## src/rtl/tx_frame_asm.sv

```systemverilog
// Transmit frame assembler: preamble from external ROM, then cyclic-prefixed
// OFDM symbols played from ping-pong buffers as one contiguous sample stream.
module tx_frame_asm #(
  parameter int NFFT   = 64,
  parameter int NCP    = 16,
  parameter int NPRE   = 160,
  parameter int NSYM_W = 8,
  localparam int PAW   = $clog2(NPRE)
) (
  input  logic                clk,
  input  logic                rst,
  input  logic                start,
  input  logic [NSYM_W-1:0]   num_sym,
  output logic                busy,
  output logic [PAW-1:0]      pre_addr,
  input  logic signed [11:0]  pre_re,
  input  logic signed [11:0]  pre_im,
  input  logic signed [11:0]  di_re,
  input  logic signed [11:0]  di_im,
  input  logic                di_vld,
  output logic                di_rdy,
  output logic signed [11:0]  do_re,
  output logic signed [11:0]  do_im,
  output logic                do_vld,
  output logic                do_sof,
  output logic                do_eof,
  output logic                underrun
);

  // state | meaning
  // IDLE  | waiting for start with non-zero num_sym
  // PRE   | stepping preamble ROM addresses
  // SYM   | playing CP + body of each loaded symbol
  // DONE  | one trailing busy cycle before IDLE

  localparam int AW = $clog2(NFFT);
  localparam int PW = $clog2(NFFT + NCP);

  typedef enum logic [1:0] {IDLE, PRE, SYM, DONE} state_t;

  state_t            state;
  logic [NSYM_W-1:0] num_q, load_cnt, sym_cnt;
  logic [1:0]        full;
  logic              wbuf, cur, stall_q;
  logic [AW-1:0]     widx, rd_addr;
  logic [PW-1:0]     play_idx;
  logic [23:0]       mem [2*NFFT];
  logic [23:0]       buf_q;
  logic              pre_sel, buf_vld, sof_q, eof_q, und_q, busy_q;
  logic              accept, issue, last_rd;

  assign di_rdy  = busy_q && !full[wbuf] && (load_cnt < num_q);
  assign accept  = di_vld && di_rdy;
  assign issue   = (state == SYM) && (sym_cnt != num_q) && full[cur];
  assign last_rd = (play_idx == PW'(NFFT + NCP - 1));
  // First NCP play slots map onto the tail of the body.
  assign rd_addr = (play_idx < PW'(NCP)) ? AW'(play_idx) + AW'(NFFT - NCP)
                                         : AW'(play_idx - PW'(NCP));

  always_ff @(posedge clk) begin
    if (accept) mem[{wbuf, widx}] <= {di_re, di_im};
  end

  always_ff @(posedge clk or posedge rst) begin
    if (rst) begin
      state    <= IDLE;
      num_q    <= '0;
      load_cnt <= '0;
      sym_cnt  <= '0;
      full     <= '0;
      wbuf     <= 1'b0;
      cur      <= 1'b0;
      stall_q  <= 1'b0;
      widx     <= '0;
      play_idx <= '0;
      pre_addr <= '0;
      buf_q    <= '0;
      pre_sel  <= 1'b0;
      buf_vld  <= 1'b0;
      sof_q    <= 1'b0;
      eof_q    <= 1'b0;
      und_q    <= 1'b0;
      busy_q   <= 1'b0;
    end else begin
      pre_sel <= 1'b0;
      buf_vld <= 1'b0;
      sof_q   <= 1'b0;
      eof_q   <= 1'b0;
      und_q   <= 1'b0;

      if (accept) begin
        widx <= widx + AW'(1);
        if (widx == AW'(NFFT - 1)) begin
          full[wbuf] <= 1'b1;
          wbuf       <= ~wbuf;
          load_cnt   <= load_cnt + NSYM_W'(1);
        end
      end

      if (issue) begin
        buf_q   <= mem[{cur, rd_addr}];
        buf_vld <= 1'b1;
        stall_q <= 1'b0;
        if (last_rd) begin
          play_idx  <= '0;
          full[cur] <= 1'b0;
          cur       <= ~cur;
          sym_cnt   <= sym_cnt + NSYM_W'(1);
          eof_q     <= (sym_cnt == num_q - NSYM_W'(1));
        end else begin
          play_idx <= play_idx + PW'(1);
        end
      end

      case (state)
        IDLE: begin
          if (start && num_sym != '0) begin
            state    <= PRE;
            busy_q   <= 1'b1;
            num_q    <= num_sym;
            pre_addr <= '0;
            full     <= '0;
            wbuf     <= 1'b0;
            cur      <= 1'b0;
            widx     <= '0;
            load_cnt <= '0;
            sym_cnt  <= '0;
            play_idx <= '0;
            stall_q  <= 1'b0;
          end
        end
        PRE: begin
          pre_sel <= 1'b1;
          sof_q   <= (pre_addr == '0);
          if (pre_addr == PAW'(NPRE - 1)) begin
            pre_addr <= '0;
            state    <= SYM;
          end else begin
            pre_addr <= pre_addr + PAW'(1);
          end
        end
        SYM: begin
          if (sym_cnt == num_q) begin
            state <= DONE;
          end else if (!full[cur]) begin
            und_q   <= !stall_q;
            stall_q <= 1'b1;
          end
        end
        DONE: begin
          state  <= IDLE;
          busy_q <= 1'b0;
        end
        default: state <= IDLE;
      endcase
    end
  end

  // ROM data arrives one cycle after its address, so it is passed straight through.
  assign do_re    = pre_sel ? pre_re : buf_q[23:12];
  assign do_im    = pre_sel ? pre_im : buf_q[11:0];
  assign do_vld   = pre_sel | buf_vld;
  assign do_sof   = sof_q;
  assign do_eof   = eof_q;
  assign underrun = und_q;
  assign busy     = busy_q;

endmodule

```

## config.mk

```make
export PLATFORM = sky130hd
export DESIGN_NAME = tx_frame_asm
export DESIGN_NICKNAME = d
export VERILOG_FILES = /design/src/rtl/tx_frame_asm.sv
export SDC_FILE = /design/constraint.sdc
export NUM_CORES = 2
export LEC_CHECK = 0
export ABC_AREA = 1
export BUFFER_PORTS_ARGS = -buffer_cell sky130_fd_sc_hd__buf_2
export CORE_MARGIN = 1.5
export CORE_UTILIZATION = 52
export CTS_CLUSTER_DIAMETER = 30
export DETAILED_ROUTE_END_ITERATION = 7
export HOLD_SLACK_MARGIN = 0.15
export PLACE_DENSITY = 0.67
export SYNTH_ARGS = -nofsm -noshare
export SYNTH_HDL_FRONTEND = slang
export SYNTH_SLANG_ARGS = --single-unit
```

## constraint.sdc

```tcl
create_clock -name clk -period 6.1 [get_ports clk]
set_clock_uncertainty 0.1 [all_clocks]
set_input_delay 0.915 -clock clk [delete_from_list [all_inputs] [get_ports clk]]
set_output_delay 0.915 -clock clk [all_outputs]
set_load 0.005 [all_outputs]
```

==> metrics <==
Worst Setup End Kind flip-flop; die height 504 µm; Async SR Flop Fraction 0.0260; #FFs+latches synth 3154; share of the synthesized area in the top cell type 0.706; residual DRC count 0; initial antenna violation count 21; wire length of the first global-routing pass just under 600000 µm; GRT Util Overall 0.316; Post-DP Area 135000 µm²; Synth cell types 32; num ports ~100; Power Dens Cells 375 nW/µm²; die area 254000 µm²; max-slew violation count 0; Max Cap Viol 0; Final setup viols 0; GR Overflow Total 0; design area ~150000 µm²; Syn Std Cell Area 131000 µm²; Slew @ Worst Pin 1.36 ns; Via Count 92300; First DRT Iteration DRCs roughly 14000; CP max-delay cell dfrtp_4; Skew-Pair Late Insertion Delay 0.97 ns; Nets about 12000; Clock Tree Root clkbuf_16; ys flop type edfxtp_1; cell-by-cell trace of the critical path inv_6 > nand2_4 > buf_4 > buf_12 > a21oi_1 > nor2_1 > nand2_1 > nand3_1 > nand3_1 > nand3_1 > nand2_1; yosys warns 0; top-count cell post-synth nand2_1; via/cell ratio around 5.8; synth top area cells edfxtp_1 71%, nand2_1 8.9%, nor2_1 5.5%; Area Overhead vs Synth 18.4%; min Tclk post-route between 4 and 5 ns; maximum buffer depth of the clock tree 4; clk sinks 3154; share of layout cells above drive strength 1 0.118; DRT Pass-1 Iters 7; final WL approximately 410000 µm; Final Instance Count excl. Fillers 15900; R2R setup slack 1.49 ns; Mean Syn Cell Area 11.1 µm²; post-CTS setup buffers 0; Initial Util 0.524; Critical Path Max Stage Delay 0.92 ns; largest net degree at the start of global routing 178; CTS tree built; number of synthesized flops with an enable pin 3072; critical path launch point type flip-flop; clk slew on worst S/H paths 0.05 ns; Layout Utilization 0.621; Synth area leader edfxtp_1; Slew headroom 0.0891; setup TNS 0 ns; Die W 504 µm; Static Leak roughly 60 nW; Syn Nets between 10000 and 15000; GP Congestion 1.00; total core area around 250000 µm²; htree depth 6; drt wl/cell between 20 and 30 µm; I/O Buffers 97; Antenna Nets Post-Route 0; number of buffers created by CTS 586; Final Hold Viols 0; WS Path Type flip-flop to flip-flop; Max VDD drop 341 µV; post-synthesis sequential area ratio 0.721; worst hold margin around 0.25 ns; Post-Syn Instances 11800; fin crit share 0.755; Cell Count Post-Placement 14800; Worst Hold Class input port to asynchronous set/reset pin; CP Data Required Time 6.86 ns; row cnt 183; outcome complete, no violations; RSZ-0062 raised after global routing no; CP max FO 120; Crit path top cell by count nand3_1; Max Freq 0.217 GHz; vias in the first global route around 88000; Synth top cells by count 3110 x nand2_1, 3072 x edfxtp_1, 1906 x nor2_1, 1140 x nand3_1, 797 x o21ai_0; DP HPWL 232000 µm; Worst Path Arrival 5.37 ns
-- area by class of cell --
type / instances / area, µm²
fill: 19000 / 94500
sequential: 3154 / 94300
multi-input combinational: 7397 / 31700
clock buffer: 673 / 15400
tap: 3330 / 4170
clock inverter: 375 / 4070
timing repair buffer: 351 / 3050
inverter: 568 / 2170
antenna: 6 / 15.0
-- worst max-delay path, delay by kind of cell (launching register included) --
kind,cells,cell delay (ns)
simple gates,7,1.29
flops,1,0.92
compound gates,1,0.18
buf+inv,3,1.39
-- report_power, final --
part / switching, W / internal [W] / total [W]
registers: 0.000133 / 0.0240 / 0.0241
clock network: 0.0109 / 0.0208 / 0.0317
logic: 0.00176 / 0.000455 / 0.00222
-- final timing paths --
path | endpoint | startpoint | depth (start not counted)
max reg2reg | buf_q[23] | play_idx[2] | 11
max | buf_q[23] | play_idx[2] | 11
max in group asynchronous | play_idx[4] | rst | 4
min in group clk | mem[119][10] | di_im[10] | 1
min reg2reg | underrun | stall_q | 1
min | pre_addr[6] | rst | 3
-- layout by cell type, fill, tap and decap left out, types with 56 or more instances in the layout --
cell and count:
a21oi_1 211, inv_1 557, buf_2 73, or2_2 75
nand3_1 1135, nor2_1 1781, dfrtp_1 78, o21ai_0 797
clkinvlp_4 56, edfxtp_1 3072, clkinv_1 76, bufinv_16 64
clkbuf_16 602, nor2_2 125, buf_4 207, clkbuf_1 68
o211ai_1 56, clkinv_2 93, nand2_1 3107
-- stage by stage --
| step | power (W) | worst slack, ns |
|---|---|---|
| 2_1_floorplan | 0.0253 | 2.26 |
| 4_1_cts | 0.0581 | 1.82 |
| 5_1_grt | 0.0593 | 1.59 |
| 3_5_place_dp | 0.0266 | 1.84 |
| 6_report | 0.0581 | 1.49 |
| 3_3_place_gp | 0.0266 | 1.82 |
-- registers in the layout, indices dropped and copies added, names as in the netlist --
| register | count |
|---|---|
| buf_q | 24 |
| buf_vld | 1 |
| busy | 1 |
| cur | 1 |
| do_eof | 1 |
| do_sof | 1 |
| full | 2 |
| load_cnt | 8 |
| mem | 3072 |
| num_q | 8 |
| play_idx | 7 |
| pre_addr | 8 |
| pre_sel | 1 |
| stall_q | 1 |
| state | 2 |
| sym_cnt | 8 |
| underrun | 1 |
| wbuf | 1 |
| widx | 6 |
-- kinds of logic after synthesis --
group,count (synthesis),share of synthesized area
compound gates,1075,0.0423
xor+xnor,30,0.00201
fa+ha+maj,20,0.00191
buf+inv,1253,0.0392
flops,3154,0.721
simple gates,6272,0.193
-- timing repair --
item / in CTS / in global routing
endpoints found under the hold margin: 13 / 0
resized for setup: 0 / 0
hold buffers: 9 / 0
setup endpoints to repair: 0 / 0
-- metal layers --
layer	share of wire	track usage	vias to the layer above
met5	0.000083	0	-
met4	0.052	0.154	4
met3	0.12	0.0762	956
met2	0.45	0.473	5720
met1	0.38	0.435	44800
li1	-	-	40800
No activity file was read; power rests on OpenSTA's default activity.
